[src/rtl/scan_pkg.sv]
// Shared types and defaults for the scan test controller.
package scan_pkg;

  localparam int DEF_CHAIN_LEN = 3;

  typedef enum logic [2:0] {
    ST_IDLE      = 3'd0,
    ST_LOAD      = 3'd1,
    ST_SHIFT_IN  = 3'd2,
    ST_CAPTURE   = 3'd3,
    ST_SHIFT_OUT = 3'd4,
    ST_FINISH    = 3'd5
  } scan_state_e;

  function automatic int max_int(input int a, input int b);
    return (a > b) ? a : b;
  endfunction

endpackage

[src/rtl/scan_shift_cnt.sv]
// Bit counter for the shift phases; cnt_nxt is exposed so the parent can
// register its serial output one cycle ahead of the state it belongs to.
module scan_shift_cnt #(
  parameter int LEN = 3,
  parameter int W   = $clog2(LEN + 1)
) (
  input  logic         clk,
  input  logic         rst_n,
  input  logic         clr,
  input  logic         en,
  output logic [W-1:0] cnt,
  output logic [W-1:0] cnt_nxt,
  output logic         last
);

  always_comb begin
    cnt_nxt = cnt;
    if (clr)     cnt_nxt = '0;
    else if (en) cnt_nxt = cnt + 1'b1;
  end

  assign last = (cnt == W'(LEN - 1));

  always_ff @(posedge clk or negedge rst_n) begin
    if (!rst_n) cnt <= '0;
    else        cnt <= cnt_nxt;
  end

endmodule

[src/rtl/scan_test_controller.sv]
// Scan chain sequencer: load pattern, shift in, capture, shift out and compare.
//
//   state        | meaning
//   ST_IDLE      | waiting for start
//   ST_LOAD      | pat_ready high, waiting for a pattern handshake
//   ST_SHIFT_IN  | shifting pat_reg into the chain, bit 0 first
//   ST_CAPTURE   | one functional clock with scan_en low
//   ST_SHIFT_OUT | unloading the chain and comparing against exp_reg
//   ST_FINISH    | one-cycle done pulse, then back to idle
module scan_test_controller
  import scan_pkg::*;
#(
  parameter int CHAIN_LEN    = DEF_CHAIN_LEN,
  parameter int NUM_PATTERNS = 8,
  parameter int CNT_W        = 8
) (
  input  logic                 clk,
  input  logic                 rst_n,
  input  logic                 start,
  input  logic                 pat_valid,
  output logic                 pat_ready,
  input  logic [CHAIN_LEN-1:0] pat_data,
  input  logic [CHAIN_LEN-1:0] exp_data,
  output logic                 scan_en,
  output logic                 scan_in,
  input  logic                 scan_out,
  output logic                 busy,
  output logic                 done,
  output logic                 fail,
  output logic [CNT_W-1:0]     fail_count,
  output logic [CNT_W-1:0]     pat_index
);

  localparam int BIT_W = $clog2(CHAIN_LEN + 1);
  // The internal pattern counter must reach NUM_PATTERNS-1 even when the
  // reported index is narrower; pat_index shows its low CNT_W bits.
  localparam int IDX_W = max_int(CNT_W, $clog2(NUM_PATTERNS + 1));

  scan_state_e          state_q, state_nxt;
  logic [CHAIN_LEN-1:0] pat_reg, exp_reg, pat_nxt;
  logic [BIT_W-1:0]     bit_cnt, bit_cnt_nxt;
  logic [IDX_W-1:0]     pat_cnt;
  logic                 bit_last, cnt_clr, cnt_en;
  logic                 load_hs, mism, pat_fail_q, last_pat, scan_in_nxt;

  scan_shift_cnt #(
    .LEN (CHAIN_LEN),
    .W   (BIT_W)
  ) u_bit_cnt (
    .clk     (clk),
    .rst_n   (rst_n),
    .clr     (cnt_clr),
    .en      (cnt_en),
    .cnt     (bit_cnt),
    .cnt_nxt (bit_cnt_nxt),
    .last    (bit_last)
  );

  assign load_hs  = pat_valid && pat_ready;
  assign last_pat = (pat_cnt == IDX_W'(NUM_PATTERNS - 1));
  assign mism     = (state_q == ST_SHIFT_OUT) && (scan_out != exp_reg[bit_cnt]);
  assign pat_nxt  = load_hs ? pat_data : pat_reg;
  assign pat_index = pat_cnt[CNT_W-1:0];

  always_comb begin
    state_nxt = state_q;
    case (state_q)
      ST_IDLE:      if (start) state_nxt = ST_LOAD;
      ST_LOAD:      if (load_hs) state_nxt = ST_SHIFT_IN;
      ST_SHIFT_IN:  if (bit_last) state_nxt = ST_CAPTURE;
      ST_CAPTURE:   state_nxt = ST_SHIFT_OUT;
      ST_SHIFT_OUT: if (bit_last) state_nxt = last_pat ? ST_FINISH : ST_LOAD;
      ST_FINISH:    state_nxt = ST_IDLE;
      default:      state_nxt = ST_IDLE;
    endcase
  end

  // Every state change restarts the bit count, so each shift phase starts at 0.
  always_comb begin
    cnt_clr     = (state_nxt != state_q);
    cnt_en      = (state_q == ST_SHIFT_IN) || (state_q == ST_SHIFT_OUT);
    scan_in_nxt = (state_nxt == ST_SHIFT_IN) && pat_nxt[bit_cnt_nxt];
  end

  always_ff @(posedge clk or negedge rst_n) begin
    if (!rst_n) begin
      state_q    <= ST_IDLE;
      pat_reg    <= '0;
      exp_reg    <= '0;
      pat_fail_q <= 1'b0;
      fail       <= 1'b0;
      fail_count <= '0;
      pat_cnt    <= '0;
      pat_ready  <= 1'b0;
      scan_en    <= 1'b0;
      scan_in    <= 1'b0;
      busy       <= 1'b0;
      done       <= 1'b0;
    end else begin
      state_q <= state_nxt;

      if (state_q == ST_IDLE && start) begin
        fail       <= 1'b0;
        fail_count <= '0;
        pat_cnt    <= '0;
      end

      if (load_hs) begin
        pat_reg    <= pat_data;
        exp_reg    <= exp_data;
        pat_fail_q <= 1'b0;
      end

      if (state_q == ST_SHIFT_OUT) begin
        if (mism) pat_fail_q <= 1'b1;
        if (bit_last) begin
          if (pat_fail_q || mism) begin
            fail <= 1'b1;
            if (fail_count != '1) fail_count <= fail_count + 1'b1;
          end
          if (!last_pat) pat_cnt <= pat_cnt + 1'b1;
        end
      end

      // Outputs are registered from the next state so they line up with it.
      pat_ready <= (state_nxt == ST_LOAD);
      scan_en   <= (state_nxt == ST_SHIFT_IN) || (state_nxt == ST_SHIFT_OUT);
      scan_in   <= scan_in_nxt;
      busy      <= (state_nxt != ST_IDLE);
      done      <= (state_nxt == ST_FINISH);
    end
  end

endmodule

[config.mk]
export PLATFORM = sky130hd
export DESIGN_NAME = scan_test_controller
export DESIGN_NICKNAME = d
export VERILOG_FILES = /design/src/rtl/scan_pkg.sv /design/src/rtl/scan_shift_cnt.sv /design/src/rtl/scan_test_controller.sv
export SDC_FILE = /design/constraint.sdc
export NUM_CORES = 1
export LEC_CHECK = 0
export CORE_MARGIN = 2
export CORE_UTILIZATION = 40
export DETAILED_ROUTE_END_ITERATION = 10
export PLACE_DENSITY = 0.61
export SLEW_MARGIN = 5
export SYNTH_ARGS = -nofsm -noshare
export SYNTH_HDL_FRONTEND = slang
export SYNTH_SLANG_ARGS = --single-unit
[constraint.sdc]
create_clock -name clk -period 2.7 [get_ports clk]
set_clock_uncertainty 0.05 [all_clocks]
set_input_delay 0.675 -clock clk [delete_from_list [all_inputs] [get_ports clk]]
set_output_delay 0.675 -clock clk [all_outputs]
set_load 0.02 [all_outputs]
# ---- Word level (Yosys, flattened, before mapping)
# Cells that the tools add are included.
dict set report word_totals {
  reg_bits 34
  input_bits 11
  output_inout_bits 22
  elab_cells 69
}
dict set report op_classes {
  add_sub_neg 3
  n_lt_le_gt_ge 2
  n_eq_ne 13
  n_mux 29
  n_reduce_logical 9
}
# cell count
set ops {}
lappend ops {{8-bit 2-to-1 mux} 9}
lappend ops {{3-bit 2-to-1 mux} 6}
lappend ops {{8-bit by 1-bit adder with 8-bit output (second input constant)} 2}
lappend ops {{3-bit case mux with 5 select lines} 1}
lappend ops {{3-bit by 2-bit == test with 1-bit output (second input constant)} 3}
lappend ops {{3-bit == test (second input constant)} 3}
lappend ops {{1-bit 2-to-1 mux} 9}
lappend ops {{8-bit by 3-bit == test with 1-bit output (second input constant)} 1}
lappend ops {{8-bit inequality test (second input constant)} 1}
lappend ops {{3-bit by 1-bit == test with 1-bit output (second input constant)} 2}
lappend ops {{2-bit by 3-bit less-than comparator with 1-bit output (second input constant)} 2}
lappend ops {{1-bit binary-select mux with 2-bit select} 2}
lappend ops {{1-bit logical AND} 4}
lappend ops {{2-bit 2-to-1 mux} 2}
lappend ops {{3-bit logical NOT} 1}
lappend ops {{1-bit logical OR} 3}
lappend ops {{3-bit inequality test} 1}
lappend ops {{3-bit nonzero test} 1}
lappend ops {{2-bit by 1-bit adder with 2-bit output (second input constant)} 1}
lappend ops {{2-bit == test (second input constant)} 1}
lappend ops {{1-bit inequality test} 1}

# ---- Longest topological paths before layout
# Gate-level depths: netlist of run 1.
dict set report logic_depth {
  ltp_word 9
  depth_mapped 7
  ltp_nobuf 7
}

# ---- Modules after synthesis
# A second synthesis of run 1 with hierarchy kept.
dict set report unflattened {
  cells_unflattened 175
  hier_area_um2 1829.3
}
# module instances cells_per_inst area_per_inst_um2 seq_area_each_um2
set by_module_without_submodules {}
lappend by_module_without_submodules {scan_test_controller 1 166 1729.2 800.8}
lappend by_module_without_submodules {scan_shift_cnt 1 9 100.1 50.0}

# ---- Worst setup path before layout of run 1
# OpenSTA, ideal clock, no wires.
dict set report synth_path {
  path_type {register -> register}
  from {reg pat_cnt[3], in the netlist pat_index[3]}
  to {reg scan_in}
  setup_time_ns 0.135
  arrival_time_ns 1.727
  required_ns 2.515
  setup_slack_ns 0.788
  stages_incl_launch_ff 6
  path_buffers 0
  synth_period_minus_slack_ns 1.912
  cell_sequence {dfrtp_1 > or4_4 > nor4_4 > o32ai_2 > o2111ai_1 > o31ai_1}
}
dict set report synth_between {
  elab_chain_cells 9
  word_cells_on_any_way 10
  classes_between {eq/ne: 3; mux: 6; reduce/logical: 1}
}
# element line_no
set synth_rtl {}
lappend synth_rtl {{from (decl)} scan_test_controller.sv:42} ;# logic [IDX_W-1:0] pat_cnt;
lappend synth_rtl {{from (signal assigned)} scan_test_controller.sv:121} ;# if (!last_pat) pat_cnt <= pat_cnt + 1'b1;
lappend synth_rtl {{8-bit by 3-bit == test with 1-bit output (*)} scan_test_controller.sv:60} ;# assign last_pat = (pat_cnt == IDX_W'(NUM_PATTERNS - 1));
lappend synth_rtl {{3-bit 2-to-1 mux (*) (2 in a row)} scan_test_controller.sv:72} ;# ST_SHIFT_OUT: if (bit_last) state_nxt = last_pat ? ST_FINISH : ST_LOAD;
lappend synth_rtl {{3-bit case mux with 5 select lines (*)} scan_test_controller.sv:67} ;# case (state_q)
lappend synth_rtl {{3-bit inequality test} scan_test_controller.sv:80} ;# cnt_clr = (state_nxt != state_q);
lappend synth_rtl {{2-bit 2-to-1 mux} scan_shift_cnt.sv:18} ;# if (clr) cnt_nxt = '0;
lappend synth_rtl {{1-bit binary-select mux with 2-bit select} scan_test_controller.sv:82} ;# scan_in_nxt = (state_nxt == ST_SHIFT_IN) && pat_nxt[bit_cnt_nxt];
lappend synth_rtl {{1-bit 2-to-1 mux (not written as such)} scan_test_controller.sv:82}
lappend synth_rtl {{1-bit logical AND (*)} scan_test_controller.sv:82}
lappend synth_rtl {{via scan_in_nxt} scan_test_controller.sv:44} ;# logic load_hs, mism, pat_fail_q, last_pat, scan_in_nxt;
lappend synth_rtl {{to (signal assigned)} scan_test_controller.sv:128} ;# scan_in <= scan_in_nxt;
lappend synth_rtl {{to (decl)} scan_test_controller.sv:25} ;# output logic scan_in,
# Mark *: on every way through the listed nets, which the timed path passes. The rest lies on a longest branch. The select of a mux whose other input is x is not followed.
# A chain may end at the register's enable or synchronous reset.

# ---- Worst setup path after layout of run 1
dict set report layout_path {
  from {reg u_bit_cnt.cnt[0]}
  to {reg fail_count[3]}
}
dict set report layout_between {
  elab_chain_cells 8
  word_cells_on_any_way 9
  classes_between {eq/ne: 2; mux: 5; reduce/logical: 2}
}
# element line_no
set layout_rtl {}
lappend layout_rtl {{from (decl)} scan_shift_cnt.sv:11} ;# output logic [W-1:0] cnt,
lappend layout_rtl {{from (signal assigned)} scan_shift_cnt.sv:26} ;# else cnt <= cnt_nxt;
lappend layout_rtl {{1-bit binary-select mux with 2-bit select} scan_test_controller.sv:61} ;# assign mism = (state_q == ST_SHIFT_OUT) && (scan_out != exp_reg[bit_cnt]);
lappend layout_rtl {{1-bit 2-to-1 mux (not written as such)} scan_test_controller.sv:61}
lappend layout_rtl {{1-bit inequality test} scan_test_controller.sv:61}
lappend layout_rtl {{1-bit logical AND} scan_test_controller.sv:61}
lappend layout_rtl {{1-bit logical OR} scan_test_controller.sv:117} ;# if (pat_fail_q || mism) begin
lappend layout_rtl {{8-bit 2-to-1 mux} scan_test_controller.sv:117}
lappend layout_rtl {{8-bit 2-to-1 mux (*)} scan_test_controller.sv:116} ;# if (bit_last) begin
lappend layout_rtl {{8-bit 2-to-1 mux (*)} scan_test_controller.sv:114} ;# if (state_q == ST_SHIFT_OUT) begin
lappend layout_rtl {{to (signal assigned)} scan_test_controller.sv:119} ;# if (fail_count != '1) fail_count <= fail_count + 1'b1;
lappend layout_rtl {{to (decl)} scan_test_controller.sv:30} ;# output logic [CNT_W-1:0] fail_count,
# Every way passes the cells marked *; elsewhere a longest branch is shown, timed or not. The select of a mux whose other input is x is not followed.

==> impl_metrics.yaml, run 1 <==
floorplan:
  placementRows: 24
  initial_utilization_pct: 42.2
  design.portCount: 33
  die_height_um: 72.2
  dieArea_um2: 5220
  floorplan.core_area_um2: 4410
  die_width_um: 72.2
place:
  globalplace.congestion: 0.835
  cells_after_dpl: 266
  placement.io_buffers: 32
  dpl.hpwl_mm: 2.84
  dp_worst_setup_slack_ps: 191
  placement.cell_area_um2: 2230
global_routing:
  grt_util_all_layers_pct: 16.6
  grt_first_pass_wirelength_mm: 6.62
  first_global_vias: 1418
  grt_antenna_before_repair: 0
  gr-total-overflow: 0
  largest_net_degree_at_the_start_of_global_routing: 35
detailed_routing:
  wirelength_mm: 3.96
  via_per_inst: 5.61
  route.detailed.wl_per_inst_um: 14.5
  route.antenna.remaining_nets: 0
  drt_iter0_drc: 112
  drc_errors: 0
  dr.pass1.iters: 4
  route.vias.total: 1537
sta:
  tns_setup_ps: 0
  tmin_final_ps: 2240
  tightest_slew_ps: 466
  postLayoutSetupSlackWorst_ps: 462
  slew_headroom_pct: 68.9
  layout_worst_path_cycle_share_pct: 82.9
  final-setup-viol-count: 0
  grt_setup_unrepaired: "no"
  achievable-frequency_mhz: 447
  final_max_slew_viol_count: 0
  finalHoldViolCount: 0
synth:
  syn_area_per_cell_um2: 10.0
  synth_flop_cell: "dfrtp_1"
  yosys.cell_count.top_type: "dfrtp_1"
  synth-seq-area-share_pct: 45.7
  synth_top_cell_area_share_pct: 45.7
  synth_edf_count: 0
  post_synth_main_area_contributors: "dfrtp_1 (46%), o21ai_0 (3.8%), mux2i_1 (3.2%)"
  synthesis.yosys.warnings: 0
  synth.largest_area_cell: "dfrtp_1"
  syn-num-nets: 200
  yosys_register_bits: 34
  unique_cell_type_count_in_the_yosys_netlist: 44
  synth.cells.most_frequent: "dfrtp_1 (34), nor2_1 (15), nand2_1 (14), o21ai_0 (14)"
  async_reset_ff_share_pct: 100
  syn_inst: 186
  post_synth_instance_area_um2: 1860
cts:
  count_of_hold_buffers_inserted_by_post_cts_repair: 0
  quantity_of_gates_resized_following_cts: 0
  numCtsBuffers: 5
  tritoncts: "yes"
  clock_tree_buffer_depth: 2
  tritoncts_num_sinks: 34
  clk-insertion-delay-late_ps: 290
  cts_setup_buffers: 0
  cts_clk_pin_slew_worst_paths_ps: 70
  cts-htree-levels: 2
  cts_root_buffer: "clkbuf_8"
min_path:
  hold_class: "reg2reg"
cells_and_area:
  finalInstanceArea_um2: 2320
  nets: 235
  synthToLayoutAreaGrowth_pct: 24.4
  insertedDiodeCount: 0
  final-instance-count-excl-fill: 274
  num-fill-cells: 401
  proportion_of_layout_cells_with_a_drive_suffix_above_1_pct: 11.3
setup_path:
  timing.critical_path.arrival_ps: 2360
  timing_worst_setup_path_type: "reg2reg"
  timing.critical_path.to_type: "flop"
  slack_of_the_worst_reg_to_reg_path_ps: 460
  worstSetupStartpointType: "flop"
  path_max_fanout: 8
  cp_data_required_time_ps: 2820
run_status:
  run_status: "finished, final reports clean"
power:
  finalPower_uw: 1800
  power.density_cell_area_nw_per_um2: 777
  p_leak_uw: 0.000990
  vdd_ir_drop_max_uv: 494
run:
  maxCapViolations: 0
-- critical path: stages (launching register included) --
cell      delay (ps)
dfrtp_1          440
inv_1            170
ha_1             330
nand3_1          200
a221oi_2         300
a21oi_1          230
a221o_1          390
-- area by class of cell --
cell class	count	area (um^2)	share of cell area (%)
inverter	9	33.8	1.46
clock buffer	7	86.3	3.73
sequential	34	851	36.7
clock inverter	1	5.00	0.216
multi-input combinational	138	948	40.9
tap	52	65.1	2.81
timing repair buffer	33	328	14.1
-- final timing paths --
| path | from | cells past startpoint | to |
|---|---|---|---|
| max | u_bit_cnt.cnt[0] | 6 | fail_count[3] |
| min | fail | 2 | fail |
| max reg2reg | u_bit_cnt.cnt[0] | 6 | fail_count[3] |
| min reg2reg | fail | 2 | fail |
| max in group asynchronous | rst_n | 2 | scan_in |
| min in group asynchronous | rst_n | 2 | pat_fail_q |
-- per-stage QoR --
| stage | hold WS (ps) | utilization, % |
|---|---|---|
| after floorplan | 329 | - |
| after global placement | 414 | 50.4 |
| after detailed placement | 415 | 50.4 |
| after CTS | 431 | 52.5 |
| after global routing | 481 | 52.5 |
| final | 425 | 52.5 |
-- layer usage --
layer | wire length [um] | up-vias | GRT usage (%) | part of all wire, %
met3 | 186 | 7 | 3.75 | 4.7
met1 | 1780 | 744 | 21.8 | 45
met2 | 1920 | 41 | 25.7 | 48
met5 | 0 | - | 0 | 0
li1 | - | 745 | - | -
met4 | 76 | 0 | 8.39 | 1.9
-- cells by family (layout without fill, tap and decap cells) --
group	after synthesis	count (layout)	synth area share, %
mux	11	11	6.25
compound gates	43	43	16.7
simple gates	72	72	21.8
flops	34	34	45.7
xor+xnor	9	9	4.23
fa+ha+maj	3	3	2.01
buf+inv	14	50	3.42
-- power by group --
| part | internal, uW | switching, uW |
|---|---|---|
| logic | 290 | 385 |
| clock network | 206 | 184 |
| registers | 613 | 122 |
-- cell usage in the layout (no fill, tap or decap), types with 3 or more instances in the layout --
cell type,n
xor2_1,6
and2_1,5
o21ai_0,14
mux2i_1,6
nand4_1,4
dfrtp_1,34
xnor2_1,3
nand3_1,9
ha_1,3
mux2_2,5
o32ai_1,3
nor2_1,15
inv_1,9
nand2_1,14
a21oi_1,8
clkdlybuf4s50_1,32
a221o_1,3
and3_1,3
clkbuf_8,6
nand2b_1,4
No activity file was read; power rests on OpenSTA's default activity.
==> run 2, diff against run 1 <==
clock period = 2.2 ns   (was 2.7 ns; I/O delays follow)
==> run 2 against run 1 <==
Sequential cell count is the same. Sequential share of layout area decreased by 1.8 points. Clock power is 21% higher. Register-to-register slack got worse by 230 ps. Cell area up 5.2%. Setup slack got worse by 280 ps. Largest power group is now combinational logic.
==> impl_metrics.yaml, run 2 (same netlist as run 1, synthesis figures left out) <==
cells_and_area:
  synthToLayoutAreaGrowth_pct: 30.8
  most-common-layout-cells: "dfrtp_1 (34), clkdlybuf4s50_1 (32), buf_4 (17), nor2_1 (15)"
  nets: 251
  final-instance-count-excl-fill: 290
  proportion_of_layout_cells_with_a_drive_suffix_above_1_pct: 17.2
  layout.cells.most_common: "dfrtp_1"
  insertedDiodeCount: 0
  num-fill-cells: 380
setup_path:
  timing.critical_path.arrival_ps: 2130
  r2r-start: "pat_index[3]"
  timing.critical_path.to_type: "flop"
  cp_data_required_time_ps: 2320
  worstSetupStartpointType: "input port"
  path_max_fanout: 6
  r2r_end: "pat_index[4]"
  timing_worst_setup_path_type: "in2reg"
  slack_of_the_worst_reg_to_reg_path_ps: 230
  rr_worst_depth: 5
global_routing:
  grtUsageMet1_pct: 22.0
  gr-total-overflow: 0
  grt_antenna_before_repair: 0
  grtUsageMet3_pct: 3.89
  first_global_vias: 1524
  grt_util_all_layers_pct: 17.2
  global_route.peak_usage_layer: "met2"
  largest_net_degree_at_the_start_of_global_routing: 35
  grt_first_pass_wirelength_mm: 7.02
  globalRouteMet2Util_pct: 28.4
sta:
  layout_worst_path_cycle_share_pct: 91.7
  final_max_slew_viol_count: 0
  postLayoutSetupSlackWorst_ps: 183
  tightest_slew_ps: 503
  achievable-frequency_mhz: 496
  slew_headroom_pct: 66.4
  finalHoldViolCount: 0
  final-setup-viol-count: 0
  tmin_final_ps: 2020
  grt_setup_unrepaired: "no"
cts:
  tritoncts: "yes"
  quantity_of_gates_resized_following_cts: 0
  cts_setup_buffers: 0
  tritoncts_num_sinks: 34
  cts_clk_pin_slew_worst_paths_ps: 70
  numCtsBuffers: 5
  cts_root_buffer: "clkbuf_8"
  clk-insertion-delay-late_ps: 280
  cts-htree-levels: 2
  count_of_hold_buffers_inserted_by_post_cts_repair: 0
  clock_tree_buffer_depth: 2
detailed_routing:
  via_per_inst: 5.40
  wirelength_mm: 4.08
  route.detailed.wl_per_inst_um: 14.1
  route.vias.total: 1565
  dr.pass1.iters: 4
  drt_iter0_drc: 85
  drc_errors: 0
  route.antenna.remaining_nets: 0
power:
  power.density_cell_area_nw_per_um2: 976
  p_leak_uw: 0.00107
  vdd_ir_drop_max_uv: 602
  finalPower_uw: 2380
floorplan:
  design.portCount: 33
  floorplan.core_area_um2: 4410
  dieArea_um2: 5220
  die_height_um: 72.2
  initial_utilization_pct: 42.2
  die_width_um: 72.2
  placementRows: 24
place:
  globalplace.congestion: 0.815
  placement.io_buffers: 32
  dp_worst_setup_slack_ps: -128
  cells_after_dpl: 282
  dpl.hpwl_mm: 3.07
min_path:
  hold_class: "reg2reg"
  worst_hold_path.num_cells: 2
  timing.hold.worst.start: "fail"
  hold_critical_path_endpoint: "fail"
run_status:
  run_status: "finished, final reports clean"
run:
  maxCapViolations: 0
-- run 2: cell types whose count changed in the layout (fill, tap and decap cells not counted) --
cell   previous run  this run
buf_4             1        17
-- run 2: how the worst max path moves through the flow --
stage                            start            end  slack [ps]
after detailed placement     pat_valid        scan_in        -130
after global routing         pat_valid        scan_in          20
after CTS                    pat_valid        scan_in         170
after global placement        scan_out  fail_count[3]         -70
after floorplan           pat_index[3]        scan_in         290
final                         scan_out  fail_count[5]         180
-- run 2: power breakdown --
| part | switching (uW) | total (uW) | internal (uW) | leakage, uW |
|---|---|---|---|---|
| Combinational | 560 | 1060 | 495 | 0.000567 |
| Clock | 219 | 471 | 252 | 0.0000482 |
| Sequential | 98.8 | 853 | 754 | 0.000453 |
-- run 2: cell type report --
type                    instances  area [um^2]  area share (%)
flip-flops and latches         34          851            34.9
inverters                       9         33.8            1.39
multi-input cells             138          948            38.9
clock inverters                 1         5.00           0.205
repair buffers                 49          448            18.4
well taps                      52         65.1            2.67
clock buffers                   7         86.3            3.54
-- run 2: critical path, cell delays in order --
cell,delay (ps)
clkdlybuf4s50_1,470
xor2_1,200
a221oi_2,310
a21oi_1,220
a221o_1,390
-- run 2: stage by stage --
step / hold slack, ps / cell area (um^2) / setup TNS, ps / util [%]
2_1_floorplan: 204 / 1860 / 0 / -
3_3_place_gp: 412 / 2350 / -168 / 53.1
3_5_place_dp: 420 / 2350 / -680 / 53.1
4_1_cts: 434 / 2440 / 0 / 55.2
5_1_grt: 466 / 2440 / 0 / 55.2
6_report: 432 / 2440 / 0 / 55.2
-- run 2: per-layer routing --
| layer | part of all wire, % | wire length [um] |
|---|---|---|
| met3 | 3.5 | 143 |
| met4 | 1.2 | 51 |
| met1 | 47 | 1910 |
| met5 | 0 | 0 |
| met2 | 48 | 1980 |
==> run 3, diff against run 2 <==
HOLD_SLACK_MARGIN = 0.12   (was default)
==> results of run 3 <==
The final DEF is identical to that of run 2; final timing and power are the same.
